<file path="config.mk">
export PLATFORM = sky130hd
export DESIGN_NAME = iter_shift_unit
export DESIGN_NICKNAME = d
export VERILOG_FILES = /design/src/rtl/iter_shift_unit_pkg.sv /design/src/rtl/iter_shift_unit_shift_step1.sv /design/src/rtl/iter_shift_unit.sv
export SDC_FILE = /design/constraint.sdc
export NUM_CORES = 1
export LEC_CHECK = 0
export ABC_AREA = 1
export BUFFER_PORTS_ARGS = -buffer_cell sky130_fd_sc_hd__buf_2
export CAP_MARGIN = 25
export CELL_PAD_IN_SITES_DETAIL_PLACEMENT = 1
export CELL_PAD_IN_SITES_GLOBAL_PLACEMENT = 1
export CORE_MARGIN = 2
export CORE_UTILIZATION = 38
export CTS_CLUSTER_SIZE = 28
export DETAILED_ROUTE_END_ITERATION = 7
export PLACE_DENSITY_LB_ADDON = 0.1
export SETUP_SLACK_MARGIN = 0.4
export SLEW_MARGIN = 0
export SYNTH_ARGS = -nofsm -noshare
export SYNTH_HDL_FRONTEND = slang
export SYNTH_SLANG_ARGS = --single-unit
</file>
<file path="constraint.sdc">
create_clock -name clk -period 3.34 [get_ports clk]
set_clock_uncertainty 0.2 [all_clocks]
set_input_delay 0.167 -clock clk [delete_from_list [all_inputs] [get_ports clk]]
set_output_delay 0.167 -clock clk [all_outputs]
set_load 0.02 [all_outputs]
</file>
<file path="src/rtl/iter_shift_unit_pkg.sv">
// Shared encodings for the iterative shift unit: op codes and FSM states.
// The ALU decoder imports the same package so both ends agree on op encoding.
package iter_shift_unit_pkg;

  typedef enum logic [1:0] {
    OpSll = 2'b00,
    OpSrl = 2'b01,
    OpSra = 2'b10,
    OpRol = 2'b11
  } op_e;

  typedef enum logic [1:0] {
    StIdle  = 2'b00,
    StShift = 2'b01,
    StDone  = 2'b10
  } state_e;

endpackage

</file>
<file path="src/rtl/iter_shift_unit_shift_step1.sv">
// Combinational single-bit shift/rotate step used once per SHIFT cycle.
module iter_shift_unit_shift_step1
  import iter_shift_unit_pkg::*;
#(
  parameter int unsigned WIDTH = 16
) (
  input  op_e              op,
  input  logic [WIDTH-1:0] s,
  output logic [WIDTH-1:0] y
);

  always_comb begin
    y = s;
    unique case (op)
      OpSll:   y = {s[WIDTH-2:0], 1'b0};
      OpSrl:   y = {1'b0, s[WIDTH-1:1]};
      OpSra:   y = {s[WIDTH-1], s[WIDTH-1:1]};
      OpRol:   y = {s[WIDTH-2:0], s[WIDTH-1]};
      default: y = s;
    endcase
  end

endmodule

</file>
<file path="src/rtl/iter_shift_unit.sv">
// Multi-cycle shift/rotate engine: one bit per clock, start/busy/done handshake.
// Result register holds its value until the next accepted start.
module iter_shift_unit
  import iter_shift_unit_pkg::*;
#(
  parameter int unsigned WIDTH = 16,
  parameter int unsigned AMT_W = 4
) (
  input  logic             clk,
  input  logic             rst_n,
  input  logic             start,
  input  logic [1:0]       op,
  input  logic [WIDTH-1:0] data,
  input  logic [AMT_W-1:0] shamt,
  output logic             busy,
  output logic             done,
  output logic [WIDTH-1:0] result
);

  state_e           state_q;
  op_e              op_q;
  logic [AMT_W-1:0] cnt_q;
  logic [WIDTH-1:0] sreg_q;
  logic [WIDTH-1:0] step_y;

  iter_shift_unit_shift_step1 #(
    .WIDTH (WIDTH)
  ) u_step (
    .op (op_q),
    .s  (sreg_q),
    .y  (step_y)
  );

  // busy/done are registered alongside the state so no output depends on inputs.
  always_ff @(posedge clk or negedge rst_n) begin
    if (!rst_n) begin
      state_q <= StIdle;
      op_q    <= OpSll;
      cnt_q   <= '0;
      sreg_q  <= '0;
      busy    <= 1'b0;
      done    <= 1'b0;
    end else begin
      unique case (state_q)
        StIdle, StDone: begin
          if (start) begin
            sreg_q <= data;
            op_q   <= op_e'(op);
            cnt_q  <= shamt;
            if (shamt != '0) begin
              state_q <= StShift;
              busy    <= 1'b1;
              done    <= 1'b0;
            end else begin
              state_q <= StDone;
              busy    <= 1'b0;
              done    <= 1'b1;
            end
          end else begin
            state_q <= StIdle;
            busy    <= 1'b0;
            done    <= 1'b0;
          end
        end
        StShift: begin
          sreg_q <= step_y;
          cnt_q  <= cnt_q - AMT_W'(1);
          if (cnt_q == AMT_W'(1)) begin
            state_q <= StDone;
            busy    <= 1'b0;
            done    <= 1'b1;
          end
        end
        default: begin
          state_q <= StIdle;
          busy    <= 1'b0;
          done    <= 1'b0;
        end
      endcase
    end
  end

  assign result = sreg_q;

endmodule

</file>
# == After elaboration in Yosys (flattened, before gate mapping) ==
# Cells that the tools add are included.
# totals
reg_bits,26
inputBits,25
output_inout_bits,18
wordCells,42
# op_classes
n_addsub,1
n_eq_ne,9
mux,17
reduce_logical,8
# ops
op,n
case mux 16 bit (4 select lines),1
case mux 16 bit (2 select lines),1
two-way mux 16 bit,1
case mux 4 bit (2 select lines),1
"equality test 2 bit, second input constant",3
two-way mux 1 bit,6
two-way mux 2 bit,3
"!= test 2 bit, second input constant",3
"equality test 2 x 1 -> 1 bit, second input constant",2
"equality test 4 x 1 -> 1 bit, second input constant",1
logical NOT 2 bit,2
two-way mux 4 bit,1
case mux 1 bit (2 select lines),2
case mux 2 bit (2 select lines),1
AND reduction 2 bit,2
nonzero test 4 bit,1
"subtractor 4 x 1 -> 4 bit, second input constant",1
AND reduction 3 bit,1
nonzero test 2 bit,1
OR reduction 2 bit,1

# == Depth between registers and ports, before layout ==
# Gate-level depths: netlist of the first run.
# logic_depth
word_depth,4
mapped_depth,8
mapped_depth_nobuf,7

# == Cells and area by module ==
# From an unflattened synthesis of the first run, not the netlist that was laid out.
# unflattened
hier_cells,219
hier_area_um2,1596.5
# modules_own_cells
mod,instances,cells_per_inst,area_each_um2,seq_area_each_um2
iter_shift_unit,1,163,1301.2,625.6
iter_shift_unit_shift_step1,1,56,295.3,0.0

# == Least setup slack after synthesis of the first run ==
# No wires, ideal clock.
# synth_path
path_kind,register to register
from,register state_q[0]
to,register sreg_q[13] (netlist: result[13])
t_arrival_ns,1.068
slack_ns,1.958
stages_incl_launch_ff,7
period_less_slack_ns,1.382
cell_sequence,dfrtp_1 inv_1 nand2_1 buf_2 or2_1 nand3_1 inv_1
# synth_via
elab_chain_cells,4
word_cells_on_any_way,8
classes_between,3 x eq/ne; 1 x mux; 4 x reduce/logical
# synth_lines
element,line_no,source
"start, declared",iter_shift_unit.sv:20,state_e state_q;
"start signal, assigned",iter_shift_unit.sv:37,state_q <= StIdle;
"start signal, assigned",iter_shift_unit.sv:51,state_q <= StShift;
"start signal, assigned",iter_shift_unit.sv:55,state_q <= StDone;
equality test 2 bit or logical NOT 2 bit (tied branches),iter_shift_unit.sv:44,unique case (state_q)
OR reduction 2 bit,iter_shift_unit.sv:44,
!= test 2 bit (no source line) or nonzero test 2 bit (tied branches),-,
AND reduction 2 bit (no source line),-,
"end signal, assigned",iter_shift_unit.sv:47,sreg_q <= data;
"end signal, assigned",iter_shift_unit.sv:66,sreg_q <= step_y;
"end, declared",iter_shift_unit.sv:23,logic [WIDTH-1:0] sreg_q;
# Parallel ways exist; a longest one is shown, timed or not.
# A chain may end at the register's enable or synchronous reset.

# == Worst setup path in the final report of the first run ==
# layout_path
from,register state_q[0]
to,register sreg_q[15] (netlist: result[15])
# layout_via
elab_chain_cells,4
word_cells_on_any_way,9
classes_between,4 x eq/ne; 1 x mux; 4 x reduce/logical
# layout_lines
element,line_no
equality test 2 bit or logical NOT 2 bit (tied branches),iter_shift_unit.sv:44
OR reduction 2 bit,iter_shift_unit.sv:44
!= test 2 bit (no source line) or nonzero test 2 bit (tied branches),-
AND reduction 3 bit (no source line),-
# Parallel ways exist; a longest one is shown, timed or not.

==> flow_summary.yaml, run 1 <==
clocking:
  clock_latency_ps: 270
  cts_root_buf: "clkbuf_8"
  clk_pin_slew_ps: 100
  cts_buffers: 3
  cts_tree: "built"
  cts_max_level: 1
  post_cts_buffers: 0
  clock_path_buffers: 2
  clock_sinks: 24
sta:
  fin_setup_tns_ps: 0
  slew_headroom: 0.537
  final_max_slew_viol_count: 0
  fmax_mhz: 486
  finalCriticalPeriod_ps: 2060
  worst_slew_pin_slew_ps: 693
  fin_crit_sh: 0.616
  finalSetupViolations: 0
  rsz0062_at_grt: "no"
  hold_viol: 1
  finalHoldWorstSlack_ps: -3.23
pwr:
  leakage_nw: 0.935
  ir_worst_vdd_mv: 0.408
  power.total_w: 0.00197
  power_density_mw_per_mm2: 1110
global_routing:
  grt_pass1_wl_mm: 6.93
  antenna_found_initial: 0
  grt_use_met1: 0.263
  grt_max_degree: 25
  grt_util_met2: 0.362
  top_usage_layer: "met2"
  grtUsageTotal: 0.207
  grt_pass1_vias: 1545
  gr-total-overflow: 0
  use_met3: 0.0342
place:
  dp.final_hpwl_mm: 2.82
  io_buffers: 42
  gp_congestion: 0.786
  placedCellCount: 278
logic_synthesis:
  syn_area_per_cell_um2: 7.28
  yosys.area.top_type_share: 0.419
  yosys.area.top_type: "dfrtp_1"
  yosys_warnings: 0
  ys_seq_area_frac: 0.419
  synth_area_mm2: 0.00143
  synth_seq_cells: 24
  ys_top_cells_by_area: "dfrtp_1 (42%), nand3_1 (12%), nand2_1 (8.4%), inv_1 (6.0%), a21oi_1 (5.2%)"
  synth_fp_nets: 224
  synthDistinctLibCells: 21
  syn_inst: 197
critical_path:
  crit_family: "simple AND/OR/NAND/NOR gates"
  cp.arrival_ps: 2040
  crit_buf_inv: 1
  required_ps: 3320
  critPathCaptureType: "flip-flop"
  path_cells: "nand2_1, nand2_2, o21ai_0, inv_1, nand2_1, nand2_1"
  path_max_fanout: 22
  cp-start-kind: "flip-flop"
  critPathMaxStageDelay_ps: 530
  path_common_cell: "nand2_1"
  critPathKind: "flip-flop to flip-flop"
  cpMaxStageDelayCell: "nand2_1"
finish:
  fin_util: 0.491
  nets: 270
  drive_gt1_frac: 0.260
  diodes: 0
  fillers: 499
  stdcell_count: 290
  synthToLayoutAreaGrowth_pct: 24.3
  multi_input_area_um2: 676
  area.sequential_um2: 601
hold_path:
  hp-class: "input port to flip-flop"
floorplanning:
  num_rows: 22
  die_w_um: 65.4
  dieArea_mm2: 0.00428
  ios: 43
  start_util: 0.395
  die_h_um: 65.4
  core_area_mm2: 0.00363
detailed_routing:
  antenna_left: 0
  vias: 1456
  dr.pass1.iters: 4
  drtIter0Drc: 88
  avgViaCountPerCell: 5.02
  wl_mm: 4.05
  wl_per_cell_um: 14.0
  drc: 0
status:
  failed_checks: "hold timing"
  outcome: "finished with violations"
flow_run:
  maxCapViolations: 0
[worst paths after layout]
kind | from | endpoint | slack [ps] | cells past startpoint
max | state_q[0] | result[15] | 1280 | 6
min | shamt[3] | done | -3 | 4
max reg2reg | state_q[0] | result[15] | 1280 | 6
min reg2reg | result[15] | result[15] | 340 | 2
max in group asynchronous | rst_n | result[13] | 2350 | 2
min in group asynchronous | rst_n | result[5] | 210 | 2
[layer usage]
| metal | share of wire | vias up |
|---|---|---|
| met5 | 0 | - |
| met4 | 0.0099 | 0 |
| met3 | 0.031 | 5 |
| met2 | 0.50 | 29 |
| met1 | 0.46 | 698 |
| li1 | - | 724 |
[where the power goes]
group          switching, W  internal [W]  total [W]  leakage, nW
Combinational      0.000816      0.000393    0.00121        0.622
Sequential         0.000111      0.000446   0.000558        0.284
Clock              0.000102      0.000105   0.000207       0.0288
Total               0.00103      0.000945    0.00197        0.935
[registers in the layout (all words and copies together) (netlist names)]
register and flops:
state_q 1, cnt_q 4, done 1, op_q 2, result 16
[Yosys cell counts]
| master | instances |
|---|---|
| nand3_1 | 34 |
| nand2_1 | 32 |
| dfrtp_1 | 24 |
| inv_1 | 23 |
| nor2_1 | 18 |
| a21oi_1 | 15 |
| o21ai_0 | 15 |
| nand2_2 | 11 |
| buf_2 | 5 |
| inv_2 | 4 |
| o21ai_1 | 3 |
| buf_4 | 2 |
| ha_1 | 2 |
| nand2_4 | 2 |
| buf_6 | 1 |
| clkbuf_2 | 1 |
| o211ai_1 | 1 |
| o21a_1 | 1 |
| o221ai_1 | 1 |
| o22ai_1 | 1 |
| or2_1 | 1 |
[cell usage in the layout (no fill, tap or decap)]
master	Yosys	final
ha_1	2	2
o21ai_0	15	15
dlygate4sd3_1	0	8
buf_2	5	42
inv_1	23	23
o211ai_1	1	1
nand2_2	11	11
nand3_1	34	34
o21ai_1	3	3
or2_1	1	1
o21a_1	1	1
a21oi_1	15	15
dfrtp_1	24	24
nand2_4	2	2
o221ai_1	1	1
o22ai_1	1	1
nor2_1	18	18
nand2_1	32	32
inv_2	4	4
clkbuf_8	0	4
[metrics by stage]
| stage | setup WS (ps) | instance area [um2] | hold slack [ps] |
|---|---|---|---|
| 6_report | 1280 | 1780 | -3.23 |
| 5_1_grt | 1010 | 1780 | 18.0 |
| 4_1_cts | 1260 | 1780 | 3.46 |
| 3_5_place_dp | 1280 | 1650 | 0.321 |
| 3_3_place_gp | 1400 | 1650 | -13.5 |
| 2_1_floorplan | 1960 | 1430 | -329 |
[cell type report]
type / count / area share
Multi-Input combinational cell: 137 / 0.379
Inverter: 27 / 0.0568
Sequential cell: 24 / 0.337
Clock buffer: 4 / 0.0309
Timing Repair Buffer: 50 / 0.163
Tap cell: 48 / 0.0337
[worst register-to-register path: stages, from the launching register on]
cell and delay (ps):
dfrtp_1 410, nand2_1 530, nand2_2 420, o21ai_0 240, inv_1 60, nand2_1 60
nand2_1 40
[logic make-up after synthesis]
logic type,count (synthesis),synth area share
AO/OA/AOI/OAI,37,0.136
AND/OR/NAND/NOR,98,0.318
flip-flops,24,0.419
buffers and inverters,36,0.110
adder cells (fa/ha/maj),2,0.0174
[repair_timing]
action,CTS,global route
endpoints found under the hold margin,32,0
gates resized for setup,0,0
hold buffers,8,0
No activity file was read; power rests on OpenSTA's default activity.
==> run 2: changes to the inputs <==
Settings changed: ABC_AREA 1 to 0, CORE_UTILIZATION 38 to 39.
Clock period 3.34 ns to 2.15 ns, I/O delays scaled along.
==> flow_summary.yaml, run 2 <==
status:
  outcome: "finished clean"
floorplanning:
  dieArea_mm2: 0.00401
  die_w_um: 63.3
  ios: 43
  num_rows: 21
  core_area_mm2: 0.00336
  start_util: 0.408
  die_h_um: 63.3
finish:
  largest_reg_flops: 16
  final_cell_mix: "mux2i_1 (42), buf_2 (42), dfrtp_1 (24), dlygate4sd3_1 (24), nand2_1 (9)"
  synthToLayoutAreaGrowth_pct: 39.6
  final_cell_area_mm2: 0.00192
  fin_util: 0.570
  drive_gt1_frac: 0.294
  diodes: 0
  nets: 216
logic_synthesis:
  yosys.area.top_type: "dfrtp_1"
  ys_seq_area_frac: 0.438
  syn_area_per_cell_um2: 11.6
  yosysMostFrequentCell: "mux2i_1"
  ys_top_cells_by_area: "dfrtp_1 (44%), mux2i_1 (31%), nand2_1 (2.5%), a221o_1 (2.2%), xnor2_4 (2.0%)"
  synth_fp_nets: 145
  synth_enable_flop_cells: 0
  synth_seq_cells: 24
  syn_inst: 118
  yosys.area.top_type_share: 0.438
  synth_area_mm2: 0.00137
  async_flop_share: 1.00
  ys.flop_type: "dfrtp_1"
  yosys_warnings: 0
  synth_commonest_cells: "mux2i_1 (42), dfrtp_1 (24), nand2_1 (9)"
  synthDistinctLibCells: 30
pwr:
  power_density_mw_per_mm2: 1530
  leakage_nw: 0.994
  ir_worst_vdd_mv: 0.579
detailed_routing:
  drc: 0
  drtIter0Drc: 34
  wl_mm: 3.66
  dr.pass1.iters: 3
  avgViaCountPerCell: 5.18
  vias: 1206
  wl_per_cell_um: 15.7
  antenna_left: 0
place:
  dp.final_hpwl_mm: 2.53
  io_buffers: 42
  place_area_mm2: 0.00165
  gp_congestion: 0.738
critical_path:
  cp.arrival_ps: 1660
  path_max_fanout: 13
  cp-start-kind: "flip-flop"
  critPathCaptureType: "flip-flop"
  required_ps: 2160
  critPathKind: "flip-flop to flip-flop"
sta:
  rsz0062_at_grt: "no"
  finalHoldWorstSlack_ps: 87.9
  worst_slew_pin_slew_ps: 575
  hold_viol: 0
  finalCriticalPeriod_ps: 1650
  slew_headroom: 0.617
  fin_crit_sh: 0.768
  final_max_slew_viol_count: 0
  fin_setup_tns_ps: 0
  fmax_mhz: 606
  finalSetupViolations: 0
global_routing:
  gr-total-overflow: 0
  antenna_found_initial: 0
  grt_max_degree: 25
  grt_pass1_wl_mm: 6.36
  grtUsageTotal: 0.202
  grt_pass1_vias: 1384
clocking:
  cts_max_level: 1
  clock_latency_ps: 320
  post_cts_buffers: 0
  clock_sinks: 24
  cts_tree: "built"
  clock_path_buffers: 2
  cts_root_buf: "clkbuf_4"
  clk_pin_slew_ps: 140
  cts_buffers: 3
hold_path:
  hp-class: "input port to asynchronous set/reset pin"
flow_run:
  maxCapViolations: 0
## run 2: cell types whose count changed after synthesis, sizes merged, moves of 3 or more
cell / before / now
inv: 27 / 4
a21oi: 15 / 0
nand3: 34 / 2
o21ai: 18 / 2
nor2: 18 / 4
mux2i: 0 / 42
nand2: 45 / 9
buf: 8 / 5
a221o: 0 / 3
## run 2: critical path: stages, from the launching register on
cell	delay, ps
dfrtp_1	480
and2b_1	220
buf_4	250
nor2_1	90
a221o_1	290
## run 2: final timing paths
kind,from,endpoint,cells after the start,slack [ps]
worst max-delay path,state_q[0],cnt_q[1],4,500
worst min-delay path,rst_n,result[13],2,90
worst max register to register,state_q[0],cnt_q[1],4,500
worst min register to register,cnt_q[1],cnt_q[1],1,370
max in group asynchronous,rst_n,result[3],2,1270
min in group clk,op[0],op_q[0],4,330
## run 2: layout make-up
cell class,instances,area (um2)
clock buffers,3,22.5
fillers,395,1450
inverters,4,15.0
multi-input cells,84,724
flip-flops and latches,24,601
well taps,46,57.6
repair buffers,72,495
## run 2: logic make-up (layout without fill, tap and decap cells)
logic type / count (synthesis) / after routing / share of synthesized area
muxes: 43 / 43 / 0.314
and+or+nand+nor: 25 / 25 / 0.0902
DFF: 24 / 24 / 0.438
AOI/OAI and AO/OA: 13 / 13 / 0.0793
buffers and inverters: 10 / 79 / 0.0401
adders and majority gates: 2 / 2 / 0.0182
xor gates and xnor gates: 1 / 1 / 0.0201
## run 2: power breakdown
part	total (W)	leakage (nW)	internal, W	switching, W
sequential	0.000955	0.293	0.000687	0.000268
clock	0.000205	0.0138	0.0000657	0.000139
combinational	0.00177	0.687	0.000854	0.000919
## run 2: what timing repair did
action,4_1_cts,5_1_grt
endpoints found under the hold margin,48,0
gates resized for setup,0,1
setup endpoints to repair,0,1
hold buffers,24,0
## run 2: metrics by stage
step	worst slack (ps)	power [W]	cells
after detailed placement	546	0.00272	206
after global routing	401	0.00318	233
after floorplan	571	0.00221	118
after global placement	592	0.00264	206
final	499	0.00293	233
after CTS	512	0.00296	233
## run 2: routing by layer
metal,share of wire,GRT usage
met1,0.44,0.259
met2,0.53,0.363
met3,0.024,0.0214
met4,0.0090,0.0489
met5,0,0
